### config.mk
export PLATFORM = sky130hd
export DESIGN_NAME = rvv_fifo2w_push_sched
export DESIGN_NICKNAME = d
export VERILOG_FILES = /design/src/rtl/rvv_fifo2w_push_sched.sv
export SDC_FILE = /design/constraint.sdc
export NUM_CORES = 1
export LEC_CHECK = 0
export CORE_MARGIN = 2
export CORE_UTILIZATION = 48
export CTS_CLUSTER_DIAMETER = 150
export CTS_CLUSTER_SIZE = 8
export DETAILED_ROUTE_END_ITERATION = 8
export PLACE_DENSITY = 0.91
export SYNTH_ARGS = -nofsm -noshare
export SYNTH_HDL_FRONTEND = slang
export SYNTH_SLANG_ARGS = --single-unit
export TNS_END_PERCENT = 50
### constraint.sdc
create_clock -name clk -period 13.92 [get_ports clk]
set_clock_uncertainty 0.05 [all_clocks]
set_input_delay 3.48 -clock clk [delete_from_list [all_inputs] [get_ports clk]]
set_output_delay 3.48 -clock clk [all_outputs]
set_load 0.01 [all_outputs]
### src/rtl/rvv_fifo2w_push_sched.sv
// rtl/rvv_fifo2w_push_sched.sv - round-robin 2-wide push scheduler with credit tracking for an 8-entry 2W/2R FIFO
// Optional stall counter: define RVV_PUSH_SCHED_PERF_EN.
module rvv_fifo2w_push_sched #(
  parameter int DWIDTH = 32,
  parameter int NREQ   = 4,
  parameter int DEPTH  = 8
) (
  input  logic                   clk,
  input  logic                   rst_n,
  input  logic [NREQ-1:0]        req_valid,
  input  logic [NREQ*DWIDTH-1:0] req_data,
  output logic [NREQ-1:0]        req_ready,
  input  logic                   pop0,
  input  logic                   pop1,
  output logic                   push0,
  output logic [DWIDTH-1:0]      inData0,
  output logic                   push1,
  output logic [DWIDTH-1:0]      inData1,
  output logic [3:0]             credits,
  output logic                   sched_idle
`ifdef RVV_PUSH_SCHED_PERF_EN
  ,
  input  logic                   stall_clr,
  output logic [15:0]            stall_cnt
`endif
);

  localparam int PW = (NREQ > 1) ? $clog2(NREQ) : 1;

  logic [PW-1:0] rr_ptr;
  logic [PW-1:0] rr_next;
  logic [PW-1:0] scan_idx;
  logic [PW-1:0] a_idx;
  logic [PW-1:0] b_idx;
  logic          a_found;
  logic          b_found;
  logic          a_gnt;
  logic          b_gnt;
  logic [1:0]    ngrant;
  logic [1:0]    want;
  logic [4:0]    credits_sum;
  logic [DWIDTH-1:0] a_data;
  logic [DWIDTH-1:0] b_data;

  // First two valid requesters in cyclic order starting at rr_ptr.
  always_comb begin
    a_found  = 1'b0;
    b_found  = 1'b0;
    a_idx    = '0;
    b_idx    = '0;
    scan_idx = '0;
    for (int k = 0; k < NREQ; k++) begin
      scan_idx = PW'((int'(rr_ptr) + k) % NREQ);
      if (req_valid[scan_idx]) begin
        if (!a_found) begin
          a_found = 1'b1;
          a_idx   = scan_idx;
        end else if (!b_found) begin
          b_found = 1'b1;
          b_idx   = scan_idx;
        end
      end
    end
  end

  // Grants use only the registered credit count; same-cycle pops are not visible.
  assign a_gnt  = a_found && (credits != 4'd0);
  assign b_gnt  = b_found && (credits >= 4'd2);
  assign ngrant = {1'b0, a_gnt} + {1'b0, b_gnt};
  assign want   = b_found ? 2'd2 : (a_found ? 2'd1 : 2'd0);

  always_comb begin
    req_ready = '0;
    if (a_gnt) req_ready[a_idx] = 1'b1;
    if (b_gnt) req_ready[b_idx] = 1'b1;
  end

  always_comb begin
    rr_next = rr_ptr;
    if (b_gnt)      rr_next = PW'((int'(b_idx) + 1) % NREQ);
    else if (a_gnt) rr_next = PW'((int'(a_idx) + 1) % NREQ);
  end

  assign a_data      = req_data[int'(a_idx)*DWIDTH +: DWIDTH];
  assign b_data      = req_data[int'(b_idx)*DWIDTH +: DWIDTH];
  assign credits_sum = {1'b0, credits} - {3'b000, ngrant} + {4'b0000, pop0} + {4'b0000, pop1};

  always_ff @(posedge clk) begin
    if (!rst_n) begin
      push0   <= 1'b0;
      push1   <= 1'b0;
      inData0 <= '0;
      inData1 <= '0;
      credits <= 4'(DEPTH);
      rr_ptr  <= '0;
    end else begin
      push0   <= a_gnt;
      push1   <= b_gnt;
      if (a_gnt) inData0 <= a_data;
      if (b_gnt) inData1 <= b_data;
      credits <= credits_sum[3:0];
      rr_ptr  <= rr_next;
    end
  end

  // push1 implies push0, so push0 alone tells whether a beat is pending.
  assign sched_idle = (credits == 4'(DEPTH)) && !push0;

`ifdef RVV_PUSH_SCHED_PERF_EN
  always_ff @(posedge clk) begin
    if (!rst_n) begin
      stall_cnt <= '0;
    end else if (stall_clr) begin
      stall_cnt <= '0;
    end else if (|req_valid && (ngrant < want) && (stall_cnt != 16'hFFFF)) begin
      stall_cnt <= stall_cnt + 16'd1;
    end
  end
`endif

`ifdef ASSERT_ON
  // An underflowing sum wraps above DEPTH in 5 bits, so one bound covers both directions.
  always_ff @(posedge clk) begin
    if (rst_n) begin
      rvv_expect_pop_order: assert (!(pop1 && !pop0))
        else $error("pop1 without pop0");
      rvv_expect_credit_range: assert (credits_sum <= 5'(DEPTH))
        else $error("credit counter out of range");
    end
  end
`endif

endmodule
Word level (Yosys, flattened, before mapping)
Cells that the tools add are included.
{"block": "word_totals", "reg_bits": 72, "latch_bits": 0, "ram_bits": 0, "romBits": 0, "out_inout_bits": 75, "elab_cells": 77, "memories": 0}
{"block": "classes", "n_addsub": 9, "multipliers": 0, "n_div": 0, "order_cmp": 9, "eq_ne": 1, "shift": 2, "mux": 41, "bitwise_logic": 1, "reduce_logical": 8}
{"op": "$shiftx 128x8->32", "n": 2}
{"op": "$mux 2", "n": 17}
{"op": "$lt 2x3->1 const B", "n": 6}
{"op": "$mux 1", "n": 16}
{"op": "$add 4x1->4", "n": 2}
{"op": "$bmux 1 s2", "n": 4}
{"op": "$mux 4", "n": 2}
{"op": "$add 2x1->2 const B", "n": 3}
{"op": "$logic_and 1x1->1", "n": 5}
{"op": "$add 2x2->2 const B", "n": 2}
{"op": "$demux 1 s2", "n": 2}
{"op": "$eq 4x4->1 const B", "n": 1}
{"op": "$ge 2x1->1 const B", "n": 2}
{"op": "$ge 4x2->1 const B", "n": 1}
{"op": "$or 4x4->4", "n": 1}
{"op": "$reduce_bool 4->1", "n": 1}
{"op": "$sub 4x2->4", "n": 1}
{"op": "$add 1x1->2", "n": 1}
{"op": "$reduce_bool 2->1", "n": 1}
{"op": "$logic_not 1->1", "n": 1}

Depth between registers and ports, before layout
Gate-level depths: netlist of run 1.
{"block": "depth", "ltp_word": 17, "depth_mapped": 15, "ltp_nobuf": 13}

Worst setup path before layout of run 1
OpenSTA, ideal clock, no wires.
{"block": "synth_timing", "path_kind": "input -> output", "start": "in req_valid[2]", "end": "out req_ready[2]", "arrival_ns": 5.841, "path_slack_ns": 4.549, "cell_stages": 10, "path_cell_list": "buf_2 mux4_2 ha_1 mux2_4 or3_1 buf_6 a32oi_2 buf_4 nand2_1 o21ai_0"}
{"block": "synth_between", "elab_chain_cells": 17, "word_cells_on_any_way": 48}
{"item": "from (decl)", "line": "10", "rtl": "input logic [NREQ-1:0] req_valid,"}
{"item": "$bmux 1 s2", "line": "54", "rtl": "if (req_valid[scan_idx]) begin"}
{"item": "$mux 1 (implied by the code)", "line": "54"}
{"item": "$mux 1", "line": "54"}
{"item": "$mux 2 / $mux 1 (equally long branches)", "line": "55", "rtl": "if (!a_found) begin"}
{"item": "$mux 2 / $mux 1 (equally long branches)", "line": "54"}
{"item": "$mux 2", "line": "58", "rtl": "end else if (!b_found) begin"}
{"item": "$mux 2", "line": "55"}
{"item": "$mux 2", "line": "54"}
{"item": "$mux 2", "line": "58"}
{"item": "$mux 2", "line": "55"}
{"item": "$mux 2", "line": "54"}
{"item": "$lt 2x3->1 (implied by the code) / $ge 2x1->1 (equally long branches)", "line": "75", "rtl": "if (b_gnt) req_ready[b_idx] = 1'b1;"}
{"item": "$logic_and 1x1->1 (implied by the code)", "line": "75"}
{"item": "$mux 1 (implied by the code)", "line": "75"}
{"item": "$demux 1 s2", "line": "75"}
{"item": "$or 4x4->4 (no line)"}
{"item": "$mux 4 *", "line": "75"}
{"item": "to (decl)", "line": "12", "rtl": "output logic [NREQ-1:0] req_ready,"}
Mark *: on every way between the ends. The rest lies on a longest branch, timed or not. The select of a mux whose other input is x is not followed.

Worst setup path in the final report of run 1
{"block": "layout_timing", "start": "in req_valid[0]", "end": "out req_ready[0]"}
The elaborated chain is that of the path after synthesis.

==> metrics.md, run 1 <==
| Metric | Value |
|---|---|
| Post-Syn Area per Cell | `9.96 µm²` |
| Clk pin slew, worst setup/hold paths | `80 ps` |
| Worst slack at placement | `2490 ps` |
| Placed Cells | `832` |
| First-pass GRT wire length | `29.0 mm` |
| Worst-Skew Late Latency | `350 ps` |
| CP Class | `input pin to output port` |
| Area growth from synthesis to layout | `42.5%` |
| Setup TNS | `0 ps` |
| Pleak | `2.73 nW` |
| Rows | `38` |
| Max-slew violation count | `0` |
| Status | `completed` |
| Max VDD drop | `0.151 mV` |
| Syn Nets | `678` |
| Worst path top cell family by delay | `buffers and inverters` |
| Post-Syn Instances | `532` |
| Core Area | `10800 µm²` |
| Worst Path Max Fanout | `35` |
| Placed inst area | `7360 µm²` |
| Total track usage | `31.5%` |
| Post-synth EDFFs | `0` |
| Worst path depth | `9` |
| Crit path from | `req_valid[0]` |
| Grt total ovfl | `0` |
| N_diodes | `0` |
| Critical Path Sink Type | `output port` |
| Vias in the first global route | `5792` |
| Register area share after synthesis | `27.2%` |
| DR vias | `5632` |
| Ys flop type | `dfxtp_1` |
| Logic gate share of total power | `67.0%` |
| Tcrit/Tclk final | `82.8%` |
| Net Sw Frac | `41.8%` |
| YS warnings | `0` |
| Clk buf depth | `2` |
| Fin util | `70.0%` |
| HP Start | `inData1[2]` |
| Final Critical Period | `11530 ps` |
| Total setup buffers inserted after CTS | `0` |
| Critical-path cell list | `clkdlybuf4s50_1 -> mux4_2 -> ha_1 -> mux2_4 -> or3_1 -> nand2_4 -> o21a_1 -> a22o_1 -> clkdlybuf4s50_1` |
| Synth Cell Area | `5300 µm²` |
| Critical path buffer and inverter count | `2` |
| Sw Pwr | `0.702 mW` |
| DRC viols | `0` |
| Final Non-Filler Cells | `848` |
| Fin area | `7550 µm²` |
| Critical Path Start Type | `input pin` |
| TritonCTS clock tree | `done` |
| CP required | `10390 ps` |
| Height of the die | `109 µm` |
| PortBufs | `210` |
| Cts bufs inserted | `9` |
| DR WL/cell | `23.0 µm` |
| Nets@finish | `849` |
| I/O pins | `211` |
| Max Clk Rate | `0.0867 GHz` |
| HP Class | `flip-flop to flip-flop` |
| Clock sinks | `72` |
| Antenna Nets Post-Route | `0` |
| Initial antenna violation count | `0` |
| PwrDens | `222 nW/µm²` |
| CTS root buf | `clkbuf_8` |
| Worst Max-Slew Pin Slew | `1220 ps` |
| Post-DP HPWL | `13.4 mm` |
| Fraction of layout cells with a size suffix above 1 | `19.2%` |
| Number of vias per cell | `6.64` |
| Post-CTS sizing | `0` |
| RSZ-0062 raised after global routing | `false` |
| Worst slew margin | `18.7%` |
| Die width | `109 µm` |
| Crit-path slowest cell | `clkdlybuf4s50_1` |
| Pre-antenna DRT Iters | `7` |
| Final setup viols | `0` |
| Fin. Hold Viols | `0` |
| Initial detailed-routing violation count | `629` |
| Initial Util | `49.1%` |
| Part of the power in registers | `22.7%` |
| R2r setup slk | `9580 ps` |
| Hold_ws | `440 ps` |
| Worst setup path end | `req_ready[0]` |
| GP Congestion | `0.879` |
| PnR Total Power | `1.68 mW` |
| Int Power | `0.978 mW` |
| Number of max-cap violations | `0` |
| Worst r2r dst | `inData0[17]` |
| Routed wire length | `19.5 mm` |
| Asr flop ratio synth | `0%` |
| Die Footprint | `11900 µm²` |
| Clock power share | `10.3%` |
| Largest net degree at the start of global routing | `39` |
| CTS Hold Bufs | `0` |
| Crit-path max cell delay | `830 ps` |
| Crit-path most repeated cell | `clkdlybuf4s50_1` |
| Synth Register Bits | `72` |
| Setup WS post-layout | `2390 ps` |
| R2R depth | `8` |
| Number of distinct library cells after synthesis | `59` |
| Crit path DAT | `8000 ps` |
| H-Tree Depth | `3` |
| R2R Path Start | `rr_ptr[0]` |
[cell usage in the layout (no fill, tap or decap), drive strengths merged, types with 15 or more instances in the layout]
master,Yosys,layout
mux2,66,66
dfxtp,72,72
inv,13,15
a21oi,80,80
mux4,34,34
nor2,16,16
a22o,36,36
clkdlybuf4s50,0,210
a222oi,33,33
o21ai,39,39
[worst min-delay path by stage]
stage / to / slack, ps / cells past startpoint
final: inData1[2] / 440 / 1
after CTS: inData1[9] / 440 / 1
after detailed placement: inData1[9] / 410 / 1
after global routing: inData1[9] / 450 / 1
after global placement: inData1[3] / 410 / 1
after floorplan: inData1[28] / 460 / 1
[worst reg2reg max path, stage by stage (launching register included)]
cell and delay (ps):
dfxtp_1 940, clkinv_1 600, ha_1 440, mux2_4 290, or3_1 450, nand2_4 450, o21a_1 720, a21oi_1 190
a21oi_1 160
[routing by layer]
layer  track usage (%)  vias to the layer above  wire length (µm)
met5                 0                        -                 0
met4              16.6                        0               826
met3              7.23                       70              2110
met2              55.1                      395              9620
met1              35.6                     2701              6930
li1                  -                     2466                 -
[synth_stat cells, types with 2 or more instances]
cell type,count,area [µm²]
a21oi_1,78,390
dfxtp_1,72,1440
mux2_2,64,721
o21ai_0,38,190
a22o_1,36,315
mux4_2,34,766
a222oi_1,33,330
clkbuf_1,25,93.8
buf_2,19,95.1
nor2_1,16,60.1
inv_1,13,48.8
nand2_1,11,41.3
ha_1,7,87.6
buf_4,5,37.5
and2_1,4,25.0
buf_6,4,45.0
nand2b_1,4,25.0
a211oi_1,3,22.5
fa_1,3,60.1
nand3_1,3,15.0
nand3b_1,3,22.5
nor2b_1,3,18.8
o32ai_1,3,26.3
or3b_2,3,26.3
xnor2_1,3,26.3
a21o_1,2,15.0
a21oi_2,2,17.5
buf_1,2,7.51
clkinv_1,2,7.51
mux2i_1,2,20.0
nor3_2,2,20.0
nor3b_1,2,15.0
nor4b_1,2,17.5
o21a_1,2,15.0
o22ai_1,2,12.5
or3_1,2,12.5
[power by group through the flow]
stage / Combinational [mW] / Clock, mW / Sequential [mW]
after floorplan: 0.707 / 0 / 0.398
after global placement: 1.07 / 0 / 0.378
after detailed placement: 1.11 / 0 / 0.381
after CTS: 1.12 / 0.173 / 0.379
after global routing: 1.20 / 0.182 / 0.390
final: 1.13 / 0.173 / 0.381
[cell type report]
cell class | instances | area [µm²]
Sequential cell | 72 | 1440
Multi-Input combinational cell | 389 | 3540
Fill cell | 810 | 3240
Clock inverter | 6 | 67.6
Tap cell | 140 | 175
Clock buffer | 10 | 128
Inverter | 15 | 56.3
Timing Repair Buffer | 216 | 2150
[sequential cells by signal (all words and copies together) (netlist names)]
register / count
push0: 1
push1: 1
inData0: 32
inData1: 32
credits: 4
rr_ptr: 2
[logic make-up after synthesis]
kind of cell             count (synthesis)  share of synthesized area (%)
AO/OA/AOI/OAI                          212                           27.4
multiplexers                           102                           28.9
flip-flops                              72                           27.2
buffers and inverters                   71                           6.61
AND/OR/NAND/NOR                         61                           6.42
adder cells (fa/ha/maj)                 11                           2.98
XOR/XNOR                                 3                          0.496
Power figures use the tool's default switching activity.
==> inputs of run 2 (changes only) <==
- CORE_UTILIZATION: 48 -> 40
- PLACE_DENSITY: 0.91 -> 0.82
- clock period: 13.92 -> 10.23 ns (I/O delays scaled with it)
==> metrics.md, run 2 (synthesis gave the netlist of run 1 again) <==
| Metric | Value |
|---|---|
| Die width | `119 µm` |
| Crit-path slowest cell | `clkdlybuf4s50_1` |
| Critical path buffer and inverter count | `3` |
| Max Clk Rate | `0.109 GHz` |
| Routed wire length | `19.7 mm` |
| Fin util | `59.5%` |
| Largest net degree at the start of global routing | `39` |
| Clk buf depth | `2` |
| Critical Path Sink Type | `output port` |
| Worst-Skew Late Latency | `340 ps` |
| DR vias | `5610` |
| Initial Util | `40.5%` |
| Total track usage | `27.4%` |
| Die Footprint | `14200 µm²` |
| Placed Cells | `876` |
| Pre-antenna DRT Iters | `8` |
| N_diodes | `0` |
| DR WL/cell | `22.1 µm` |
| Worst slew margin | `16.4%` |
| Worst Max-Slew Pin Slew | `1250 ps` |
| CP required | `7620 ps` |
| Clock sinks | `72` |
| Final Non-Filler Cells | `892` |
| DRC viols | `0` |
| HP Class | `flip-flop to flip-flop` |
| Status | `completed` |
| Crit-path most repeated cell | `clkdlybuf4s50_1` |
| Number of vias per cell | `6.29` |
| GP Congestion | `0.830` |
| Height of the die | `119 µm` |
| Fin. Hold Viols | `0` |
| Tcrit/Tclk final | `89.5%` |
| PwrDens | `311 nW/µm²` |
| Pleak | `2.83 nW` |
| Commonest non-fill, non-tap cell in the layout | `clkdlybuf4s50_1` |
| PortBufs | `210` |
| Critical-path cell list | `clkdlybuf4s50_1 -> mux4_2 -> ha_1 -> mux2_4 -> or3_1 -> nand2_4 -> o21a_1 -> buf_4 -> a22o_1 -> clkdlybuf4s50_1` |
| Critical Path Start Type | `input pin` |
| Post-DP HPWL | `13.4 mm` |
| Setup TNS | `0 ps` |
| Total setup buffers inserted after CTS | `0` |
| Grt total ovfl | `0` |
| Largest regs | `inData0 x32, inData1 x32, credits x4` |
| R2r setup slk | `6000 ps` |
| Max-slew violation count | `0` |
| Fraction of layout cells with a size suffix above 1 | `20.0%` |
| Most frequent cells in the layout | `210 x clkdlybuf4s50_1, 77 x a21oi_1, 72 x dfxtp_1` |
| Antenna Nets Post-Route | `0` |
| Worst path top cell family by delay | `buffers and inverters` |
| Placed inst area | `7460 µm²` |
| Vias in the first global route | `5745` |
| H-Tree Depth | `3` |
| Core Area | `13100 µm²` |
| Rows | `42` |
| Final setup viols | `0` |
| CTS Hold Bufs | `0` |
| Final Critical Period | `9160 ps` |
| Number of max-cap violations | `0` |
| Max VDD drop | `0.236 mV` |
| Crit-path max cell delay | `730 ps` |
| Worst Path Max Fanout | `35` |
| I/O pins | `211` |
| Initial antenna violation count | `0` |
| RSZ-0062 raised after global routing | `false` |
| First-pass GRT wire length | `30.6 mm` |
| Clk pin slew, worst setup/hold paths | `50 ps` |
| CTS root buf | `clkbuf_16` |
| Post-CTS sizing | `0` |
| Fin area | `7790 µm²` |
| CP Class | `input pin to output port` |
| Area growth from synthesis to layout | `46.9%` |
| Nets@finish | `857` |
| TritonCTS clock tree | `done` |
| Initial detailed-routing violation count | `817` |
| Cts bufs inserted | `9` |
| Crit path DAT | `6550 ps` |
[run 2: changes by cell type in the layout (fill, tap and decap cells not counted), sizes merged]
cell | before | now
bufinv | 1 | 2
inv | 15 | 13
clkbuf | 10 | 11
buf | 6 | 14
[run 2: cell type report]
cell class | instances | area (µm²)
sequential | 72 | 1440
clock buffer | 11 | 243
fill | 1079 | 5300
tap | 176 | 220
clock inverter | 5 | 80.1
multi-input combinational | 389 | 3540
inverter | 15 | 56.3
timing repair buffer | 224 | 2210
[run 2: path summary, 6_finish.rpt]
check / from / endpoint / depth (start not counted)
max: req_valid[2] / req_ready[0] / 10
min: inData1[29] / inData1[29] / 1
max reg2reg: rr_ptr[0] / rr_ptr[1] / 7
min reg2reg: inData1[29] / inData1[29] / 1
[run 2: routing by layer]
layer  global-route usage [%]  wire length (µm)
met4                     10.6               480
met2                     46.8              9600
met3                     7.66              2180
met5                        0                 0
met1                     32.6              7470
[run 2: where the power goes]
part           switching (mW)  internal [mW]  total (mW)
clock network           0.128          0.220       0.348
registers              0.0980          0.414       0.512
logic                   0.745          0.819        1.56
[run 2: per-stage QoR]
stage / power [mW] / worst slack (ps) / hold slack [ps]
after detailed placement: 2.06 / 1120 / 413
final: 2.42 / 1070 / 428
after global routing: 2.56 / 894 / 450
after CTS: 2.42 / 1090 / 432
after global placement: 2.01 / 1210 / 410
after floorplan: 1.50 / 2700 / 461
==> inputs of run 3 (changes only) <==
- CORE_MARGIN: 2 -> not set
- SLEW_MARGIN: not set -> 20
==> metrics.md, run 3 (synthesis gave the netlist of run 1 again) <==
| Metric | Value |
|---|---|
| Final setup viols | `0` |
| First-pass GRT wire length | `28.8 mm` |
| Seq. cell area | `1440 µm²` |
| Tcrit/Tclk final | `88.4%` |
| Most frequent cells in the layout | `210 x clkdlybuf4s50_1, 77 x a21oi_1, 72 x dfxtp_1` |
| Height of the die | `117 µm` |
| Crit path from | `req_valid[1]` |
| CTS Hold Bufs | `0` |
| Part of the power in registers | `21.3%` |
| Crit-path slowest cell | `clkdlybuf4s50_1` |
| H-Tree Depth | `3` |
| Setup TNS | `0 ps` |
| Final Critical Period | `9040 ps` |
| Largest net degree at the start of global routing | `39` |
| Max-slew violation count | `0` |
| Clock power share | `13.0%` |
| Net Sw Frac | `40.3%` |
| Logic gate share of total power | `65.7%` |
| Critical-path cell list | `clkdlybuf4s50_1 -> mux4_2 -> ha_1 -> mux2_4 -> or3_1 -> o21ai_2 -> a21oi_2 -> a22o_1 -> clkdlybuf4s50_1` |
| Cts bufs inserted | `9` |
| R2r setup slk | `6010 ps` |
| Post-CTS sizing | `0` |
| Max Clk Rate | `0.111 GHz` |
| HP Class | `flip-flop to flip-flop` |
| CTS root buf | `clkbuf_16` |
| Worst r2r dst | `inData0[14]` |
| R2R depth | `8` |
| Post-DP HPWL | `13.5 mm` |
| Core Area | `12800 µm²` |
| Worst-Skew Late Latency | `340 ps` |
| Worst slew margin | `32.0%` |
| Area growth from synthesis to layout | `46.8%` |
| Die Footprint | `13700 µm²` |
| Fraction of layout cells with a size suffix above 1 | `19.9%` |
| Max VDD drop | `0.209 mV` |
| Clk buf depth | `2` |
| Worst Max-Slew Pin Slew | `1020 ps` |
| PwrDens | `310 nW/µm²` |
| Worst Path Max Fanout | `24` |
| Rows | `41` |
| DRC viols | `0` |
| Nets@finish | `859` |
| Critical Path Start Type | `input pin` |
| Total track usage | `28.1%` |
| Commonest non-fill, non-tap cell in the layout | `clkdlybuf4s50_1` |
| Number of max-cap violations | `0` |
| Initial Util | `41.5%` |
| DR vias | `5602` |
| Vias in the first global route | `5540` |
| RSZ-0062 raised after global routing | `false` |
| HP Start | `inData1[12]` |
| R2R Path Start | `rr_ptr[0]` |
| Number of vias per cell | `6.30` |
| CP Class | `input pin to output port` |
| Largest regs | `inData0 x32, inData1 x32, credits x4` |
| Die width | `117 µm` |
| Hold depth | `1` |
| DR WL/cell | `22.0 µm` |
| Status | `completed` |
| Multi-input combinational cell area | `3530 µm²` |
| PnR Total Power | `2.41 mW` |
| Crit path DAT | `6430 ps` |
| Crit-path max cell delay | `790 ps` |
| Fin. Hold Viols | `0` |
| Grt total ovfl | `0` |
| Clock sinks | `72` |
| Int Power | `1.44 mW` |
| Initial detailed-routing violation count | `659` |
| GP Congestion | `0.862` |
| Antenna Nets Post-Route | `0` |
| N_diodes | `0` |
| Routed wire length | `19.5 mm` |
| CP required | `7620 ps` |
| PortBufs | `210` |
| Sw Pwr | `0.972 mW` |
| Setup WS post-layout | `1190 ps` |
| I/O pins | `211` |
| Initial antenna violation count | `0` |
| Total setup buffers inserted after CTS | `0` |
| Crit-path most repeated cell | `clkdlybuf4s50_1` |
| Placed Cells | `873` |
| Critical Path Sink Type | `output port` |
| TritonCTS clock tree | `done` |
| Worst slack at placement | `1250 ps` |
| Fin util | `60.9%` |
| Final Non-Filler Cells | `889` |
| Filler instances | `1025` |
| Hold Path End | `inData1[12]` |
| Clk pin slew, worst setup/hold paths | `50 ps` |
| Pre-antenna DRT Iters | `9` |
| Pleak | `2.83 nW` |
## run 3: changes by cell type in the layout (fill, tap and decap cells not counted)
| cell | before | now |
|---|---|---|
| buf_16 | 0 | 1 |
| buf_4 | 14 | 15 |
| bufinv_16 | 2 | 1 |
| clkbuf_1 | 1 | 2 |
| clkinvlp_4 | 2 | 1 |
| nor2_2 | 2 | 3 |
| nor2_4 | 1 | 0 |
## run 3: metrics by stage
| step | instance area, µm² | hold slack (ps) |
|---|---|---|
| final | 7780 | 427 |
| after global routing | 7780 | 439 |
| after CTS | 7750 | 431 |
| after detailed placement | 7460 | 405 |
| after global placement | 7460 | 410 |
| after floorplan | 5300 | 461 |
## run 3: worst max path at each step
stage | endpoint | slack, ps | cells past startpoint
final | req_ready[1] | 1190 | 9
after global routing | req_ready[0] | 1030 | 9
after CTS | req_ready[0] | 1250 | 9
after detailed placement | req_ready[0] | 1250 | 9
after global placement | req_ready[0] | 1390 | 9
after floorplan | req_ready[2] | 2700 | 10
## run 3: critical path, delay by kind of cell
family / cells / cell delay [ps]
buffers and inverters: 2 / 1350
adder cells (fa/ha/maj): 1 / 300
AO/OA/AOI/OAI: 3 / 1140
AND/OR/NAND/NOR: 1 / 260
multiplexers: 2 / 820
## run 3: cell type report
type                       instances  share of cell area (%)
multi-input combinational        389                    45.4
tap                              172                    2.77
clock buffer                      12                    3.17
timing repair buffer             226                    28.8
sequential                        72                    18.5
clock inverter                     3                   0.547
inverter                          15                   0.724
## run 3: metal layers
layer	GRT usage [%]	share of wire [%]	up-vias
met5	0	0	-
met4	13.3	2.9	0
met3	7.52	9.3	51
met2	48.8	50	363
met1	32.3	38	2706
li1	-	-	2482
## run 3: power by group through the flow
| stage | Sequential, mW | Combinational, mW | Clock [mW] |
|---|---|---|---|
| detailed placement | 0.516 | 1.55 | 0 |
| finish | 0.514 | 1.59 | 0.313 |
| CTS | 0.514 | 1.56 | 0.320 |
| floorplan | 0.542 | 0.962 | 0 |
| global placement | 0.512 | 1.50 | 0 |
| global route | 0.529 | 1.69 | 0.331 |
